$ cat src/rtl/paddle_input_ctrl.sv
// rtl/paddle_input_ctrl.sv - push-button front end for the paddle: sync, debounce, direction arbitration, repeat pacing, pause
//
// Ports:
//   clk            system clock (only clock)
//   reset          asynchronous active-low reset
//   btn_left_raw   raw left button, asynchronous, active-high
//   btn_right_raw  raw right button, asynchronous, active-high
//   btn_pause_raw  raw pause button, asynchronous, active-high
//   move_left      one-cycle pulse: step paddle left
//   move_right     one-cycle pulse: step paddle right
//   pause          pause level, toggles on each debounced pause press
//   any_press      one-cycle pulse on any debounced press (game start)
//
// Optional feature macro: PADDLE_ACCEL_EN
//   When defined, after 8 repeat pulses within one MOVE state the repeat
//   interval halves to REPEAT_CYCLES>>1.

module paddle_input_ctrl #(
    parameter int DEBOUNCE_CYCLES = 250000,
    parameter int REPEAT_CYCLES   = 100000,
    parameter int CNT_W           = 20
) (
    input  logic clk,
    input  logic reset,
    input  logic btn_left_raw,
    input  logic btn_right_raw,
    input  logic btn_pause_raw,
    output logic move_left,
    output logic move_right,
    output logic pause,
    output logic any_press
);

    localparam int BTN_L = 0;
    localparam int BTN_R = 1;
    localparam int BTN_P = 2;

    localparam logic [CNT_W-1:0] DB_LAST  = CNT_W'(DEBOUNCE_CYCLES - 1);
    localparam logic [CNT_W-1:0] RPT_LAST = CNT_W'(REPEAT_CYCLES - 1);
`ifdef PADDLE_ACCEL_EN
    localparam logic [CNT_W-1:0] RPT_FAST_LAST = CNT_W'((REPEAT_CYCLES >> 1) - 1);
    localparam logic [3:0]       HOLD_SAT      = 4'd8;
`endif

    typedef enum logic [1:0] {
        IDLE     = 2'd0,
        MOVE_L   = 2'd1,
        MOVE_R   = 2'd2,
        CONFLICT = 2'd3
    } dir_state_t;

    logic [2:0]            raw_vec;
    logic [2:0]            sync1;
    logic [2:0]            sync2;
    logic [2:0]            stable;
    logic [2:0]            stable_d;
    logic [2:0]            rise;
    logic [2:0][CNT_W-1:0] db_cnt;

    logic                  pause_q;
    logic                  pause_d;
    logic                  any_press_q;

    dir_state_t            state;
    dir_state_t            next_state;
    logic [CNT_W-1:0]      rpt_cnt;
    logic [CNT_W-1:0]      rpt_cnt_nxt;
    logic [CNT_W-1:0]      rpt_last;
    logic                  in_move;
    logic                  state_change;
    logic                  resume;
    logic                  rpt_hit;
    logic                  fire;
    logic                  move_left_q;
    logic                  move_right_q;

`ifdef PADDLE_ACCEL_EN
    logic [3:0]            hold_cnt;
`endif

    assign raw_vec = {btn_pause_raw, btn_right_raw, btn_left_raw};

    // Two-flop synchroniser per raw button.
    always_ff @(posedge clk or negedge reset) begin
        if (!reset) begin
            sync1 <= '0;
            sync2 <= '0;
        end else begin
            sync1 <= raw_vec;
            sync2 <= sync1;
        end
    end

    // Debounce: the stable value only follows the synchronised input once
    // they have disagreed for DEBOUNCE_CYCLES consecutive cycles.
    always_ff @(posedge clk or negedge reset) begin
        if (!reset) begin
            stable <= '0;
            db_cnt <= '0;
        end else begin
            for (int i = 0; i < 3; i++) begin
                if (sync2[i] == stable[i]) begin
                    db_cnt[i] <= '0;
                end else if (db_cnt[i] == DB_LAST) begin
                    stable[i] <= sync2[i];
                    db_cnt[i] <= '0;
                end else begin
                    db_cnt[i] <= db_cnt[i] + CNT_W'(1);
                end
            end
        end
    end

    always_ff @(posedge clk or negedge reset) begin
        if (!reset) begin
            stable_d <= '0;
        end else begin
            stable_d <= stable;
        end
    end

    assign rise = stable & ~stable_d;

    // Pause toggle and start pulse; pause_d lets the pacer spot the
    // falling edge of pause and restart the cadence.
    always_ff @(posedge clk or negedge reset) begin
        if (!reset) begin
            pause_q     <= 1'b0;
            pause_d     <= 1'b0;
            any_press_q <= 1'b0;
        end else begin
            pause_q     <= pause_q ^ rise[BTN_P];
            pause_d     <= pause_q;
            any_press_q <= |rise;
        end
    end

    // Direction arbitration on the debounced levels.
    always_comb begin
        next_state = state;
        case (state)
            IDLE: begin
                if (stable[BTN_L] && stable[BTN_R]) begin
                    next_state = CONFLICT;
                end else if (stable[BTN_L]) begin
                    next_state = MOVE_L;
                end else if (stable[BTN_R]) begin
                    next_state = MOVE_R;
                end
            end
            MOVE_L: begin
                if (stable[BTN_L] && stable[BTN_R]) begin
                    next_state = CONFLICT;
                end else if (!stable[BTN_L]) begin
                    next_state = stable[BTN_R] ? MOVE_R : IDLE;
                end
            end
            MOVE_R: begin
                if (stable[BTN_L] && stable[BTN_R]) begin
                    next_state = CONFLICT;
                end else if (!stable[BTN_R]) begin
                    next_state = stable[BTN_L] ? MOVE_L : IDLE;
                end
            end
            CONFLICT: begin
                if (!(stable[BTN_L] && stable[BTN_R])) begin
                    if (stable[BTN_L]) begin
                        next_state = MOVE_L;
                    end else if (stable[BTN_R]) begin
                        next_state = MOVE_R;
                    end else begin
                        next_state = IDLE;
                    end
                end
            end
            default: next_state = IDLE;
        endcase
    end

`ifdef PADDLE_ACCEL_EN
    assign rpt_last = (hold_cnt == HOLD_SAT) ? RPT_FAST_LAST : RPT_LAST;
`else
    assign rpt_last = RPT_LAST;
`endif

    // Pacing: a pulse is fired on the edge that enters a MOVE state, on the
    // edge after pause drops, and whenever the repeat counter wraps.  The
    // pulse register is loaded on the same edge as the state register, so
    // the pulse appears in the first cycle the new state is visible.
    always_comb begin
        in_move      = (next_state == MOVE_L) || (next_state == MOVE_R);
        state_change = (next_state != state);
        resume       = pause_d && !pause_q;
        rpt_hit      = (rpt_cnt == rpt_last);
        fire         = in_move && !pause_q && (state_change || resume || rpt_hit);
        rpt_cnt_nxt  = rpt_cnt + CNT_W'(1);
        if (pause_q || state_change || !in_move || fire) begin
            rpt_cnt_nxt = '0;
        end
    end

    always_ff @(posedge clk or negedge reset) begin
        if (!reset) begin
            state        <= IDLE;
            rpt_cnt      <= '0;
            move_left_q  <= 1'b0;
            move_right_q <= 1'b0;
        end else begin
            state        <= next_state;
            rpt_cnt      <= rpt_cnt_nxt;
            move_left_q  <= fire && (next_state == MOVE_L);
            move_right_q <= fire && (next_state == MOVE_R);
        end
    end

`ifdef PADDLE_ACCEL_EN
    // Counts repeat (wrap) pulses only; the entry/resume pulse is excluded.
    always_ff @(posedge clk or negedge reset) begin
        if (!reset) begin
            hold_cnt <= '0;
        end else if (pause_q || state_change || !in_move) begin
            hold_cnt <= '0;
        end else if (rpt_hit && !resume && hold_cnt != HOLD_SAT) begin
            hold_cnt <= hold_cnt + 4'd1;
        end
    end
`endif

    // A pulse registered on the edge that turns pause on is masked so no
    // step ever coincides with pause=1.
    assign move_left  = move_left_q  && !pause_q;
    assign move_right = move_right_q && !pause_q;
    assign pause      = pause_q;
    assign any_press  = any_press_q;

endmodule

$ cat config.mk
export PLATFORM = sky130hd
export DESIGN_NAME = paddle_input_ctrl
export DESIGN_NICKNAME = d
export VERILOG_FILES = /design/src/rtl/paddle_input_ctrl.sv
export SDC_FILE = /design/constraint.sdc
export NUM_CORES = 1
export LEC_CHECK = 0
export ABC_CLOCK_PERIOD_IN_PS = 2170
export CORE_MARGIN = 1
export CORE_UTILIZATION = 54
export CTS_CLUSTER_DIAMETER = 100
export CTS_CLUSTER_SIZE = 16
export DETAILED_ROUTE_END_ITERATION = 10
export PLACE_DENSITY = 0.71
export SKIP_CTS_REPAIR_TIMING = 1
export SLEW_MARGIN = 20
export SYNTH_ARGS = -nofsm -noshare
export SYNTH_HDL_FRONTEND = slang
export SYNTH_SLANG_ARGS = --single-unit
$ cat constraint.sdc
create_clock -name clk -period 2.17 [get_ports clk]
set_input_delay 0.434 -clock clk [delete_from_list [all_inputs] [get_ports clk]]
set_output_delay 0.434 -clock clk [all_outputs]
set_load 0.005 [all_outputs]
# After elaboration in Yosys (flattened, before gate mapping)
# Index checks and enable logic that the tools add are counted.
dict set report totals {
  ff_bits 99
  latch_bits 0
  mem_bits_rw 0
  rom_bits 0
  inputBits 5
  output_inout_bits 4
  elab_cells 79
  mem_count 0
}
dict set report classes {
  addsub 4
  multipliers 0
  n_div 0
  order_cmp 0
  eq_ne 13
  shift 0
  muxes 19
  n_bitwise 6
  reduce_logical 21
}
# op count
set op_table {}
lappend op_table {{$mux 20} 7}
lappend op_table {{$add 20x1->20 const B} 4}
lappend op_table {{$eq 20x18->1 const B} 3}
lappend op_table {{$eq 20x17->1 const B} 1}
lappend op_table {{$mux 2} 10}
lappend op_table {{$logic_and 1x1->1} 8}
lappend op_table {{$pmux 2 s4} 1}
lappend op_table {{$eq 2x2->1 const B} 3}
lappend op_table {{$logic_or 1x1->1} 6}
lappend op_table {{$reduce_and 2->1} 3}
lappend op_table {{$eq 2x1->1 const B} 2}
lappend op_table {{$and 3x3->3} 1}
lappend op_table {{$eq 1x1->1} 3}
lappend op_table {{$not 1->1} 3}
lappend op_table {{$not 3->3} 1}
lappend op_table {{$reduce_or 3->1} 1}
lappend op_table {{$logic_not 1->1} 2}
lappend op_table {{$logic_not 2->1} 1}
lappend op_table {{$ne 2x2->1} 1}
lappend op_table {{$mux 1} 1}
lappend op_table {{$xor 1x1->1} 1}

# Depth between registers and ports, before layout
dict set report logic_depth {
  word_depth 10
  ltp_mapped 8
  mapped_depth_nobuf 7
}

# Least setup slack after synthesis
# No wires, ideal clock.
dict set report synth_timing {
  kind {reg-to-reg}
  from {register stable[0]}
  to {register rpt_cnt[10]}
  setup_time_ns 0.071
  t_arrival_ns 1.859
  t_required_ns 2.099
  path_slack_ns 0.240
  stages_incl_launch_ff 7
  path_buffers 2
  period_less_slack_ns 1.930
  cell_sequence {dfrtp_1 -> ha_1 -> or3_1 -> a2111o_1 -> buf_2 -> buf_2 -> nor2_1}
}
dict set report synth_between {
  elab_chain_cells 10
  elab_cells_between_ends 24
}
# element line_no
set synth_rtl {}
lappend synth_rtl {{from (decl)} 55} ;# logic [2:0] stable;
lappend synth_rtl {{from (signal, indexed assignment)} 105} ;# stable[i] <= sync2[i];
lappend synth_rtl {{$mux 1} 162} ;# next_state = stable[BTN_L] ? MOVE_L : IDLE;
lappend synth_rtl {{$mux 2} 161} ;# end else if (!stable[BTN_R]) begin
lappend synth_rtl {{$mux 2} 159} ;# if (stable[BTN_L] && stable[BTN_R]) begin
lappend synth_rtl {{$pmux 2 s4 *} 141} ;# case (state)
lappend synth_rtl {{$eq 2x1->1 (tied with other cells)} 191} ;# in_move = (next_state == MOVE_L) || (next_state == MOVE_R);
lappend synth_rtl {{$logic_or 1x1->1, on equally long branches} {191, 195}}
lappend synth_rtl {{$logic_not 1->1 (tied with other cells)} 197} ;# if (pause_q || state_change || !in_move || fire) begin
lappend synth_rtl {{$logic_or 1x1->1 / $logic_and 1x1->1 (equally long branches)} {197, 195}}
lappend synth_rtl {{$logic_or 1x1->1 *} 197}
lappend synth_rtl {{$mux 20 *} 197}
lappend synth_rtl {{net rpt_cnt_nxt[10]} 67} ;# logic [CNT_W-1:0] rpt_cnt_nxt;
lappend synth_rtl {{to (signal assigned)} 210} ;# rpt_cnt <= rpt_cnt_nxt;
lappend synth_rtl {{to (decl)} 66} ;# logic [CNT_W-1:0] rpt_cnt;
# Mark *: on every way through the listed nets, which the timed path passes. The rest lies on a longest branch.
# A chain may end at the register's enable or synchronous reset.

# Final worst setup path
dict set report layout_timing {
  from {register pause_q, in the netlist pause}
  to {output port move_right}
}
dict set report layout_between {
  elab_chain_cells 2
}
# element line_no
set layout_rtl {}
lappend layout_rtl {{from (decl)} 60} ;# logic pause_q;
lappend layout_rtl {{from (signal assigned)} 132} ;# pause_q <= pause_q ^ rise[BTN_P];
lappend layout_rtl {{$logic_not 1->1} 232} ;# assign move_right = move_right_q && !pause_q;
lappend layout_rtl {{$logic_and 1x1->1} 232}
lappend layout_rtl {{to (decl)} 29} ;# output logic move_right,
# Every way passes these cells.

==> results.py <==
metrics = {
    "drt": {
        "drt_iter0_markers": 110,
        "drt_pre_antenna_iters": 5,
        "drc_errors": 0,
        "routed_wl_um": 8070,
        "drtAntennaViolNets": 0,
        "vias": 3339,
        "vias_per_cell": 5.65,
        "wl_per_cell_um": 13.6,
    },
    "critical_path": {
        "r2r_end": "db_cnt[16]",
        "regToRegSetupSlack_ps": 200,
        "endpoint": "move_right",
        "r2r_cells": 5,
        "timing.critical_path.from": "pause",
        "criticalPathCategory": "reg -> out",
        "cp.arrival_ps": 1560,
        "reg2reg_from": "db_cnt[0]",
        "required_ps": 1740,
        "cp_max_fo": 7,
        "endpoint_kind": "output port",
        "worstSetupStartpointType": "flop",
    },
    "cts": {
        "clock_latency_ps": 350,
        "clock-sinks": 99,
        "clk_pin_slew_ps": 90,
        "cts_root_buf": "clkbuf_8",
        "cts_tree": "done",
        "htreeDepth": 3,
        "clock_path_buffers": 2,
        "cts_buffers": 9,
    },
    "cells_and_area": {
        "drive_gt1_share_pct": 8.44,
        "diodes": 0,
        "final_area_um2": 5140,
        "utilization_pct": 61.9,
        "multi_input_area_um2": 2080,
        "regArea_um2": 2480,
        "nNetsFinal": 493,
        "nFillCells": 676,
        "area_growth_pct": 10.3,
        "fin_cells": 591,
    },
    "placement": {
        "place_ws_ps": 222,
        "portBuffers": 8,
        "gp_congestion": 0.792,
        "dp_hpwl_um": 5640,
        "placed_area_um2": 4920,
        "dp_cells": 575,
    },
    "global_routing": {
        "grt_start_max_net_pins": 45,
        "grt_first_pass_wirelength_um": 14500,
        "grt_pass1_vias": 3230,
        "grt_remaining_overflow": 0,
        "grt_usage_pct": 20.6,
        "antenna_found_initial": 0,
    },
    "yosys": {
        "yosys.area.top_type": "dfrtp_1",
        "synth_top_cells_by_count": "dfrtp_1, nor2_1, xnor2_1",
        "syn-num-nets": 472,
        "synth_flop_cell": "dfrtp_1",
        "ys_top_cells_by_area": "dfrtp_1, xnor2_1, nor2_1",
        "yosysWarnings": 0,
        "synth.avg_cell_area_um2": 10.1,
        "synth_cells": 460,
        "yosysTopAreaCellShare_pct": 53.2,
        "yosysMostFrequentCell": "dfrtp_1",
        "async_flop_share_pct": 100,
        "synth_edf_count": 0,
        "yosysSeqAreaShare_pct": 53.2,
        "synth_area_um2": 4660,
        "synth_cell_types": 41,
        "ys_seq_elements": 99,
    },
    "die": {
        "die_y_um": 94.9,
        "ios": 9,
        "core_area_um2": 8300,
        "initial_utilization_pct": 56.1,
        "num_rows": 33,
        "dieArea_um2": 9000,
        "die_x_um": 94.9,
    },
    "power": {
        "clockPowerShare_pct": 39.2,
        "power.leakage_nw": 2.08,
        "p_sw_uw": 702,
        "ir_drop_uv": 373,
        "powerDensity_nw_per_um2": 633,
        "switching_share_pct": 21.6,
        "power.total_mw": 3.25,
        "comb_power_share_pct": 3.0,
        "p_int_mw": 2.55,
        "seqPwrFrac_pct": 57.8,
    },
    "sta": {
        "rsz0062_at_grt": "no",
        "fmax_mhz": 502,
        "max-slew-margin-rel_pct": 61.5,
        "timing.hold.ws_ps": 56.2,
        "fin_crit_ps": 1990,
        "fin_tns_setup_ps": 0,
        "worst_pin_slew_ps": 573,
        "skew_ps": 11.4,
        "setup_slack_ps": 177,
        "fin_crit_sh_pct": 91.9,
        "hold_viol_final": 0,
        "setup_viol": 0,
        "drv_slew": 0,
    },
    "worst_hold_path": {
        "hold_path_class": "in -> async",
    },
    "status": {
        "status": "completed",
    },
    "run": {
        "cap_violations": 0,
    },
}
[state kept, by name, summed over array words and instances (netlist names)]
signal	cells
any_press	1
db_cnt	60
move_left_q	1
move_right_q	1
pause	1
pause_d	1
rpt_cnt	20
stable	3
stable_d	3
state	2
sync1	3
sync2	3
[placed cells by master (no fill, tap or decap), types with 2 or more instances in the layout]
cell type / synthesis / final
or4_1: 4 / 4
nand2_1: 25 / 25
o21ai_1: 1 / 3
dfrtp_1: 99 / 99
buf_4: 0 / 11
nand3_1: 25 / 25
xor2_1: 22 / 22
bufinv_16: 0 / 2
ha_1: 7 / 7
and4_1: 4 / 4
nand4_1: 21 / 21
a21oi_1: 18 / 18
inv_1: 17 / 17
clkdlybuf4s50_1: 0 / 7
xnor2_1: 35 / 35
nor3_1: 14 / 14
nor4_2: 2 / 2
or3_1: 13 / 13
o31ai_1: 2 / 2
nand2b_1: 2 / 2
mux2_2: 3 / 3
nor2b_1: 3 / 3
inv_6: 0 / 2
nor2_1: 73 / 73
o21ai_0: 16 / 14
nor4b_1: 4 / 4
clkinv_2: 0 / 2
and3_1: 9 / 9
nor4_1: 14 / 14
or4_4: 3 / 3
nand4_2: 2 / 2
clkbuf_8: 0 / 9
[worst min path at each step]
stage / to / slack (ps)
6_report: rpt_cnt[10] / 60
5_1_grt: db_cnt[38] / 100
4_1_cts: db_cnt[38] / 70
3_5_place_dp: sync2[0] / 340
3_3_place_gp: sync2[0] / 330
2_1_floorplan: any_press / 140
[power groups by stage]
stage / combinational [mW] / clock (mW) / sequential (mW)
global route: 0.113 / 1.39 / 1.88
finish: 0.0964 / 1.28 / 1.88
detailed placement: 0.101 / 0 / 1.92
global placement: 0.0986 / 0 / 1.91
floorplan: 0.0376 / 0 / 1.91
CTS: 0.101 / 1.32 / 1.88
[layout make-up]
type                       instances  share of cell area (%)
sequential                        99                    48.2
multi-input combinational        335                    40.4
timing repair buffer              19                    3.36
tap                              105                    2.56
clock buffer                      10                    2.48
clock inverter                     6                    1.70
inverter                          17                    1.24
[per-layer routing]
| layer | vias up | routed length, µm | global-route usage, % |
|---|---|---|---|
| met1 | 1630 | 3850 | 27.5 |
| met4 | 0 | 72 | 5.81 |
| met5 | - | 0 | 0 |
| li1 | 1658 | - | - |
| met3 | 7 | 271 | 4.67 |
| met2 | 44 | 3880 | 33.6 |
[kinds of logic after synthesis]
| family | count (synthesis) | share of synthesized area, % |
|---|---|---|
| AND/OR/NAND/NOR | 224 | 25.7 |
| XOR/XNOR | 57 | 10.7 |
| adder cells (fa/ha/maj) | 7 | 1.88 |
| multiplexers | 4 | 0.940 |
| AO/OA/AOI/OAI | 43 | 5.35 |
| buffers and inverters | 26 | 2.20 |
| flip-flops | 99 | 53.2 |
[critical path, stage by stage, from the launching register on]
cell and delay (ps):
dfrtp_1 480, nor2b_1 210, clkdlybuf4s50_1 530
(Power assumes the default switching activity.)
